===== config.mk =====
export PLATFORM = sky130hd
export DESIGN_NAME = pn_cmd_encoder
export DESIGN_NICKNAME = d
export VERILOG_FILES = /design/src/rtl/pn_cmd_encoder.sv
export SDC_FILE = /design/constraint.sdc
export NUM_CORES = 1
export LEC_CHECK = 0
export ABC_AREA = 1
export BUFFER_PORTS_ARGS = -buffer_cell sky130_fd_sc_hd__buf_2
export CORE_MARGIN = 5
export CORE_UTILIZATION = 60
export CTS_CLUSTER_SIZE = 20
export DETAILED_ROUTE_END_ITERATION = 12
export PLACE_DENSITY = 0.83
export REMOVE_ABC_BUFFERS = 1
export SLEW_MARGIN = 30
export SYNTH_ARGS = -nofsm -noshare
export SYNTH_HDL_FRONTEND = slang
export SYNTH_SLANG_ARGS = --single-unit

===== constraint.sdc =====
create_clock -name clk -period 5.5 [get_ports clk]
set_input_delay 0.55 -clock clk [delete_from_list [all_inputs] [get_ports clk]]
set_output_delay 0.55 -clock clk [all_outputs]
set_load 0.03 [all_outputs]

===== src/rtl/pn_cmd_encoder.sv =====
// ---------------------------------------------------------------------------
// pn_cmd_encoder
//
// Host-side command encoder for the PN controller. Typed host requests
// (spikes and parameter writes to Synapse, SOMA, STDP and Rich Club) are
// accepted over a valid/ready port, queued in a FIFO, and issued one at a
// time as 16-bit address / 32-bit data words in the controller's decode
// format. Synapse writes at the FIFO head stall while SWU_EN is high.
//
// Build option:
//   PN_SPIKE_PAIR_EN - when defined, a spike waits up to PAIR_WIN cycles
//                      for a second spike and both issue as one word.
//                      When undefined, every spike issues on its own.
//
// Parameters:
//   FIFO_DEPTH - command FIFO entries (power of two, 2..64)
//   HOLD_CYC   - cycles each issued word stays on the outputs (1..15)
//   PAIR_WIN   - spike pairing window in cycles (1..15, pairing only)
//
// Ports:
//   clk         - clock
//   rst         - synchronous active-high reset
//   cmd_valid   - host request valid
//   cmd_ready   - encoder can accept a request (registered, !full)
//   cmd_type    - 0 spike, 1 Synapse, 2 SOMA, 3 STDP, 4 Rich Club, 5..7 illegal
//   cmd_addr    - neuron ID (spike) or parameter address
//   cmd_data    - write data (ignored for spikes)
//   SWU_EN      - synaptic weight update owns the Synapse port
//   to_PN_Addr  - address word; bit 15 mirrors to_PN_VALID
//   to_PN_DATA  - data word
//   to_PN_VALID - a word is being issued
//   busy        - FIFO not empty or FSM not idle
//   fifo_level  - FIFO occupancy
//   err_illegal - one-cycle pulse when an illegal type is accepted
// ---------------------------------------------------------------------------
module pn_cmd_encoder #(
    parameter int FIFO_DEPTH = 8,
    parameter int HOLD_CYC   = 1,
    parameter int PAIR_WIN   = 4
) (
    input  logic                          clk,
    input  logic                          rst,
    input  logic                          cmd_valid,
    output logic                          cmd_ready,
    input  logic [2:0]                    cmd_type,
    input  logic [6:0]                    cmd_addr,
    input  logic [31:0]                   cmd_data,
    input  logic                          SWU_EN,
    output logic [15:0]                   to_PN_Addr,
    output logic [31:0]                   to_PN_DATA,
    output logic                          to_PN_VALID,
    output logic                          busy,
    output logic [$clog2(FIFO_DEPTH):0]   fifo_level,
    output logic                          err_illegal
);

    localparam int AW = $clog2(FIFO_DEPTH);
    localparam int LW = AW + 1;

    localparam logic [LW-1:0] LEVEL_FULL = LW'(FIFO_DEPTH);
    localparam logic [3:0]    HOLD_LAST  = 4'(HOLD_CYC - 1);

    localparam logic [2:0] T_SPIKE = 3'd0;
    localparam logic [2:0] T_SYN   = 3'd1;
    localparam logic [2:0] T_SOMA  = 3'd2;
    localparam logic [2:0] T_STDP  = 3'd3;
    localparam logic [2:0] T_RICH  = 3'd4;

    // Parameter range checks, evaluated at elaboration.
    if (FIFO_DEPTH < 2 || FIFO_DEPTH > 64 || (FIFO_DEPTH & (FIFO_DEPTH - 1)) != 0) begin : g_bad_depth
        $error("pn_cmd_encoder: FIFO_DEPTH must be a power of two in 2..64");
    end
    if (HOLD_CYC < 1 || HOLD_CYC > 15) begin : g_bad_hold
        $error("pn_cmd_encoder: HOLD_CYC must be in 1..15");
    end
    if (PAIR_WIN < 1 || PAIR_WIN > 15) begin : g_bad_pair
        $error("pn_cmd_encoder: PAIR_WIN must be in 1..15");
    end

    typedef struct packed {
        logic [2:0]  typ;
        logic [6:0]  addr;
        logic [31:0] data;
    } entry_t;

`ifdef PN_SPIKE_PAIR_EN
    typedef enum logic [1:0] {
        S_IDLE      = 2'd0,
        S_ISSUE     = 2'd1,
        S_PAIR_WAIT = 2'd2
    } state_t;
`else
    typedef enum logic [1:0] {
        S_IDLE  = 2'd0,
        S_ISSUE = 2'd1
    } state_t;
`endif

    // Parameter-write address bits 14:0: type flag, target select, zero pad, address.
    function automatic logic [14:0] param_word(input logic [2:0] typ, input logic [6:0] addr);
        logic [1:0] sel;
        case (typ)
            T_SYN:   sel = 2'b01;
            T_SOMA:  sel = 2'b10;
            T_STDP:  sel = 2'b11;
            T_RICH:  sel = 2'b00;
            default: sel = 2'b00;
        endcase
        return {1'b1, sel, 5'b0_0000, addr};
    endfunction

    // Spike address bits 14:0: type flag, second neuron ID, first neuron ID.
    function automatic logic [14:0] spike_word(input logic [6:0] second, input logic [6:0] first);
        return {1'b0, second, first};
    endfunction

    // ---------------------------------------------------------------------
    // Command FIFO
    // ---------------------------------------------------------------------
    entry_t        r_mem [FIFO_DEPTH];
    logic [AW-1:0] r_wr_ptr;
    logic [AW-1:0] r_rd_ptr;
    logic [LW-1:0] r_count;

    logic          r_ready;
    logic          w_push;
    logic          w_pop;
    logic          w_empty;
    logic [LW-1:0] w_count_next;
    entry_t        w_head;
    logic          w_head_spike;
    logic          w_head_illegal;
    logic          w_in_illegal;

    assign w_push         = cmd_valid && r_ready;
    assign w_empty        = (r_count == '0);
    assign w_head         = r_mem[r_rd_ptr];
    assign w_head_spike   = (w_head.typ == T_SPIKE);
    assign w_head_illegal = (w_head.typ > T_RICH);
    assign w_in_illegal   = (cmd_type > T_RICH);
    assign w_count_next   = r_count + LW'(w_push) - LW'(w_pop);

    // NOTE: storage is not reset; the pointers and count define which entries
    // are live, so clearing the array would only cost reset fan-out.
    always_ff @(posedge clk) begin
        if (w_push) begin
            r_mem[r_wr_ptr] <= '{typ: cmd_type, addr: cmd_addr, data: cmd_data};
        end
    end

    // NOTE: sequential state uses non-blocking assignments so every register
    // samples pre-edge values regardless of block ordering.
    always_ff @(posedge clk) begin
        if (rst) begin
            r_wr_ptr <= '0;
            r_rd_ptr <= '0;
            r_count  <= '0;
        end else begin
            if (w_push) r_wr_ptr <= r_wr_ptr + 1'b1;
            if (w_pop)  r_rd_ptr <= r_rd_ptr + 1'b1;
            r_count <= w_count_next;
        end
    end

    // ---------------------------------------------------------------------
    // Issue FSM
    // ---------------------------------------------------------------------
    state_t        r_state;
    state_t        w_state_next;
    logic          w_issue;
    logic [14:0]   w_word_lo;
    logic [31:0]   w_word_data;

    logic          r_valid;
    logic [14:0]   r_word_lo;
    logic [31:0]   r_data;
    logic [3:0]    r_hold_cnt;
    logic          r_busy;
    logic          r_err;

`ifdef PN_SPIKE_PAIR_EN
    localparam logic [3:0] PAIR_LAST = 4'(PAIR_WIN - 1);
    logic [6:0]    r_pair_first;
    logic [3:0]    r_pair_cnt;
`endif

    // NOTE: every output of this block gets a default first, so no path can
    // leave a value unassigned and infer a latch.
    always_comb begin
        w_state_next = r_state;
        w_pop        = 1'b0;
        w_issue      = 1'b0;
        w_word_lo    = '0;
        w_word_data  = '0;
        case (r_state)
            S_IDLE: begin
                // A Synapse write at the head waits out the weight update;
                // other head types are unaffected by SWU_EN.
                if (!w_empty && !(w_head.typ == T_SYN && SWU_EN)) begin
                    w_pop = 1'b1;
                    if (w_head_spike) begin
`ifdef PN_SPIKE_PAIR_EN
                        w_state_next = S_PAIR_WAIT;
`else
                        w_issue   = 1'b1;
                        w_word_lo = spike_word(7'd0, w_head.addr);
`endif
                    end else if (!w_head_illegal) begin
                        w_issue     = 1'b1;
                        w_word_lo   = param_word(w_head.typ, w_head.addr);
                        w_word_data = w_head.data;
                    end
                    // An illegal head is popped and dropped without issuing.
                end
            end
`ifdef PN_SPIKE_PAIR_EN
            S_PAIR_WAIT: begin
                if (!w_empty && w_head_spike && !(r_pair_first == 7'd0 && w_head.addr == 7'd0)) begin
                    w_pop   = 1'b1;
                    w_issue = 1'b1;
                    // A zero second ID would read as a single spike, so the
                    // IDs are swapped to keep the word a genuine pair.
                    if (w_head.addr == 7'd0) begin
                        w_word_lo = spike_word(r_pair_first, 7'd0);
                    end else begin
                        w_word_lo = spike_word(w_head.addr, r_pair_first);
                    end
                end else if (!w_empty || r_pair_cnt == PAIR_LAST) begin
                    // Head is not a usable partner, or the window expired.
                    w_issue   = 1'b1;
                    w_word_lo = spike_word(7'd0, r_pair_first);
                end
            end
`endif
            S_ISSUE: begin
                if (r_hold_cnt == HOLD_LAST) begin
                    w_state_next = S_IDLE;
                end
            end
            default: begin
                w_state_next = S_IDLE;
            end
        endcase
        if (w_issue) begin
            w_state_next = S_ISSUE;
        end
    end

    always_ff @(posedge clk) begin
        if (rst) begin
            r_state    <= S_IDLE;
            r_valid    <= 1'b0;
            r_word_lo  <= '0;
            r_data     <= '0;
            r_hold_cnt <= '0;
            r_busy     <= 1'b0;
            r_ready    <= 1'b1;
            r_err      <= 1'b0;
`ifdef PN_SPIKE_PAIR_EN
            r_pair_first <= '0;
            r_pair_cnt   <= '0;
`endif
        end else begin
            r_state <= w_state_next;
            // Status outputs describe the state after this edge.
            r_busy  <= (w_count_next != '0) || (w_state_next != S_IDLE);
            r_ready <= (w_count_next != LEVEL_FULL);
            r_err   <= w_push && w_in_illegal;

            // The word is loaded on the pop edge so valid rises one edge
            // after acceptance when the FIFO was empty.
            if (w_issue) begin
                r_valid    <= 1'b1;
                r_word_lo  <= w_word_lo;
                r_data     <= w_word_data;
                r_hold_cnt <= '0;
            end else if (r_state == S_ISSUE) begin
                if (w_state_next == S_IDLE) begin
                    r_valid   <= 1'b0;
                    r_word_lo <= '0;
                    r_data    <= '0;
                end else begin
                    r_hold_cnt <= r_hold_cnt + 4'd1;
                end
            end

`ifdef PN_SPIKE_PAIR_EN
            if (r_state == S_IDLE && w_state_next == S_PAIR_WAIT) begin
                r_pair_first <= w_head.addr;
                r_pair_cnt   <= '0;
            end else if (r_state == S_PAIR_WAIT && w_state_next == S_PAIR_WAIT) begin
                r_pair_cnt <= r_pair_cnt + 4'd1;
            end
`endif
        end
    end

    assign cmd_ready   = r_ready;
    assign to_PN_VALID = r_valid;
    assign to_PN_Addr  = {r_valid, r_word_lo};
    assign to_PN_DATA  = r_data;
    assign busy        = r_busy;
    assign fifo_level  = r_count;
    assign err_illegal = r_err;

endmodule


# After elaboration in Yosys (flattened, before gate mapping)
# Memory sizes are Yosys's and may differ from the RTL's. A register that Yosys moved wholly into a read port is not among the register bits.
# Index checks and enable logic that the tools add are counted.
[op_classes] n_lt_le_gt_ge=2 n_eq_ne=5 n_mux=31 reduce_logical=19 bitwise_logic=1 addsub=5
[op_table] operator="2-to-1 mux 32 bit" n=7
[op_table] operator="2-to-1 mux 15 bit" n=7
[op_table] operator="2-to-1 mux 1 bit" n=11
[op_table] operator="logical NOT 4 bit" n=2
[op_table] operator="adder 3 x 1 -> 3 bit (second input constant)" n=2
[op_table] operator="equality test 3 x 2 -> 1 bit (second input constant)" n=2
[op_table] operator="> comparator 3 bit (second input constant)" n=2
[op_table] operator="2-to-1 mux 3 bit" n=2
[op_table] operator="one-hot mux 2 bit (3 select lines)" n=1
[op_table] operator="nonzero test 2 bit" n=3
[op_table] operator="adder 4 x 1 -> 4 bit" n=1
[op_table] operator="adder 4 x 1 -> 4 bit (second input constant)" n=1
[op_table] operator="logical AND 1 bit" n=4
[op_table] operator="logical NOT 2 bit" n=2
[op_table] operator="2-to-1 mux 2 bit" n=2
[op_table] operator="inequality test 4 bit (second input constant)" n=1
[op_table] operator="one-hot mux 2 bit (2 select lines)" n=1
[op_table] operator="AND reduction 2 bit" n=2
[op_table] operator="nonzero test 4 bit" n=1
[op_table] operator="subtractor 4 x 1 -> 4 bit" n=1
[op_table] operator="equality test 3 x 1 -> 1 bit (second input constant)" n=1
[op_table] operator="logical NOT 3 bit" n=1
[op_table] operator="equality test 2 x 1 -> 1 bit (second input constant)" n=1
[op_table] operator="logical NOT 1 bit" n=2
[op_table] operator="3 further kinds" n=3
[totals] mem_bits_rw=336 ff_bits=67 n_memories=1 elab_cells=75 output_inout_bits=56 inputBits=46
[memory_table] memory="r_mem" depth=8 width=42 rd=1 rd_ports_with_merged_regs=1 wr=1 line="120" source="entry_t r_mem [FIFO_DEPTH];"

# Depth between registers and ports, before layout
[logic_depth] ltp_word=11 ltp_mapped=22 mapped_depth_nobuf=20

# Worst setup path before layout
# Ideal clock, no wire load.
[synth_path] path_type="register to register" start="register r_ready, in the netlist cmd_ready" end="memory r_mem[0][0] (netlist name), enable pin" path_slack_ns=2.357 arrival_ns=2.702 period_less_slack_ns=3.143 setup_ns=0.441 required_time_ns=5.059 path_stages_with_launch=5 path_cell_list="dfxtp_1 -> nand2_1 -> inv_1 -> nand2_1 -> nor2_1"
[synth_via] elab_chain_cells=3
[synth_lines] item="start: declaration" line="125" source="logic r_ready;"
[synth_lines] item="start signal: assignment" line="267" source="r_ready <= (w_count_next != LEVEL_FULL);"
[synth_lines] item="logical AND 1 bit" line="135" source="assign w_push = cmd_valid && r_ready;"
[synth_lines] item="2-to-1 mux 1 bit" line="146" source="if (w_push) begin"
[synth_lines] item="2-to-1 mux 1 bit (implied by the code)" line="147" source="r_mem[r_wr_ptr] <= '{typ: cmd_type, addr: cmd_addr, data: cmd_data};"
[synth_lines] item="end: declaration" line="120"
# Every way passes these cells.

==> run_results.csv <==
group,metric,value,unit
hold_path,min_path_type,"in -> reg",
final_layout,regArea,0.0114,mm2
pwr,swShare,33.7,%
placed_design,port_buffers,96,
pwr,pwr-share-clk,30.4,%
outcome,status,"finished, final reports clean",
timing,timing_hold_violations_final,0,
global_route,grt_pass1_wl,59900,um
clock_network,cts.hold.buffers_added,0,
detailed_routing,wl_per_cell,20.5,um
logic_synthesis,synth_edf_count,336,
logic_synthesis,ys_types,27,
detailed_routing,ant_nets,0,
final_layout,area_delta_synth_final,12.2,%
setup_path,path_max_fanout,75,
clock_network,cts_inserted_buffers,40,
pwr,comb_power_share,25.9,%
logic_synthesis,synth_top_area_cell,"edfxtp_1",
floorplanning,dieHeight,174,um
timing,fmax,232,MHz
timing,setup_viol,0,
final_layout,multi_input_area,0.00407,mm2
placed_design,placed_cell_area,0.0168,mm2
setup_path,reg2regPathDepth,19,
pwr,internal_power,5.70,mW
pwr,sequentialPowerShare,43.7,%
clock_network,cts.repair.resized,0,
final_layout,final_common_cell,"nand2_1",
detailed_routing,vias,11200,
placed_design,place_congestion,0.774,
clock_network,cts.clk_slew.worst_paths,0.06,ns
clock_network,cts_sinks,401,
pwr,power_density,477,mW/mm2
timing,rsz0062_at_grt,"no",
setup_path,r2r-end,"busy",
clock_network,cts_tree,"yes",
placed_design,dp_hpwl,19600,um
floorplanning,rows,60,
clock_network,cts_setup_buffers,0,
detailed_routing,drc,0,
floorplanning,floorplan.initialDensity,60.3,%
global_route,grt_max_degree,76,
setup_path,worstSetupEndpointType,"register",
logic_synthesis,yosysWarnings,0,
timing,skew,0.0132,ns
floorplanning,die_area,0.0302,mm2
detailed_routing,drt_iter0_markers,1316,
pwr,p_switching,2.90,mW
hold_path,hold_depth,1,
placed_design,post-place-cells,1782,
floorplanning,core,0.0267,mm2
logic_synthesis,syn_inst,1416,
logic_synthesis,syn_area_per_cell,11.4,um2
logic_synthesis,ys.flop_type,"edfxtp_1",
hold_path,hold_end,"r_mem[7][28]",
final_layout,fin_cells,1858,
timing,fin_tns_setup,0,ns
global_route,grt_pass1_vias,11200,
timing,slew_violations,0,
logic_synthesis,ys_top_cells_by_area,"edfxtp_1 63%, nand2_1 9.2%, dfxtp_1 8.1%",
setup_path,worst_setup_path_start_kind,"register",
detailed_routing,vias_per_cell,6.02,
clock_network,cts_root_buffer,"clkbuf_16",
logic_synthesis,ys_ff_latch,401,
final_layout,final_cell_mix,"396 x nand2_1, 336 x edfxtp_1, 245 x nand3_1",
logic_synthesis,yosysSeqAreaShare,70.9,%
timing,finalCritPeriodShare,78.5,%
logic_synthesis,synth_top_area_share,62.8,%
setup_path,r2r_slack,1.18,ns
hold_path,hp-start,"cmd_data[28]",
final_layout,drive_above_1_share,12.7,%
pwr,ir_drop,0.291,mV
logic_synthesis,synth_area,0.0161,mm2
clock_network,insertion_delay,0.53,ns
timing,slew_headroom,38.0,%
logic_synthesis,ys_async_sr_fraction,0,%
timing,holdWs,0.279,ns
final_layout,fill_cells,1787,
flow_run,cap_viol_max_count,0,
final_layout,finalInstanceArea,0.0180,mm2
setup_path,required,5.88,ns
setup_path,worstPathArrival,4.69,ns
global_route,grt_usage,24.8,%
final_layout,finalNetCount,1540,
clock_network,cts_max_path_buffers,3,
detailed_routing,firstDrtPassIters,7,
pwr,leakage,6.82,nW
final_layout,utilization,67.7,%
clock_network,htreeDepth,2,
global_route,antenna_found_initial,7,
detailed_routing,drt-total-wl,38100,um
global_route,gr-total-overflow,0,
setup_path,timing_worst_setup_path_type,"reg -> reg",
timing,tightestPinTransition,0.928,ns
timing,fin_crit,4.32,ns
floorplanning,die_w,174,um
floorplanning,pin_count,102,
==> registers in the layout, summed over array words and instances (netlist names), named ones only <==
| register | flops |
|---|---|
| busy | 1 |
| cmd_ready | 1 |
| err_illegal | 1 |
| fifo_level | 4 |
| r_hold_cnt | 4 |
| r_mem | 336 |
| r_rd_ptr | 3 |
| r_state | 2 |
| r_word_lo | 10 |
| r_wr_ptr | 3 |
| to_PN_DATA | 32 |
| to_PN_VALID | 1 |
==> synthesized netlist by cell type, types with 2 or more instances <==
library cell / count
nor2_1: 53
xor2_1: 3
buf_4: 10
o21ai_0: 3
ha_1: 10
buf_6: 6
nor3_1: 5
o31ai_1: 14
nand4_1: 43
nand3_1: 246
a21oi_1: 79
buf_1: 6
inv_1: 57
buf_2: 39
xnor2_1: 2
clkbuf_1: 35
edfxtp_1: 336
dfxtp_1: 65
nand2_1: 396
==> power groups by stage <==
stage / Combinational [mW] / Clock, mW / Sequential, mW
floorplan: 1.24 / 0 / 4.05
global placement: 2.09 / 0 / 3.80
detailed placement: 2.18 / 0 / 3.82
CTS: 2.20 / 2.63 / 3.76
global route: 2.46 / 2.79 / 3.78
finish: 2.22 / 2.62 / 3.76
==> layout make-up <==
cell class / instances / share of cell area (%)
Multi-Input combinational cell: 865 / 22.6
Tap cell: 341 / 2.36
Clock buffer: 59 / 6.23
Sequential cell: 401 / 63.2
Inverter: 59 / 1.25
Timing Repair Buffer: 116 / 3.61
Clock inverter: 15 / 0.777
Antenna cell: 2 / 0.0277
==> logic make-up after synthesis <==
group                    count (synthesis)  share of synthesized area [%]
flip-flops                             401                           70.9
adder cells (fa/ha/maj)                 11                          0.903
XOR/XNOR                                 5                          0.273
AO/OA/AOI/OAI                           97                           3.29
AND/OR/NAND/NOR                        746                           20.2
buffers and inverters                  155                           4.45
other                                    1                         0.0233
==> layer usage <==
metal	GRT usage (%)	share of wire, %
met5	0	0.18
met2	41.4	49
met3	5.23	10
met1	32.9	38
met4	7.98	2.3
==> per-stage QoR <==
step                power [mW]  worst slack, ns
floorplan                 5.29            -1.54
global route              9.02            0.898
finish                    8.60             1.18
global placement          5.90             1.42
CTS                       8.59             1.26
detailed placement        5.99             1.30
==> worst max-delay path: stages, from the launching register on <==
cell and delay, ns:
dfxtp_4 0.71, buf_4 0.73, nand2_1 0.15, nand3_1 0.12
nand2_1 0.07, nand2_1 0.05, nand2_1 0.10, nor2_1 0.19
nand2_4 0.39, nand2_1 0.33, nand2_1 0.08, nand2_1 0.08
ha_1 0.16, inv_1 0.06, fa_1 0.41, xnor2_1 0.13
inv_1 0.09, nand3_1 0.07, nor2_1 0.10, a21oi_1 0.08
==> worst max-delay path by stage <==
stage | cells past startpoint | slack, ns | endpoint | start
2_1_floorplan | 15 | -1.54 | to_PN_DATA[0] | register
3_3_place_gp | 19 | 1.42 | busy | register
3_5_place_dp | 19 | 1.30 | busy | register
4_1_cts | 19 | 1.26 | busy | register
5_1_grt | 19 | 0.90 | busy | register
6_report | 19 | 1.18 | busy | register
Note: power is estimated with default switching activity, not from simulation.
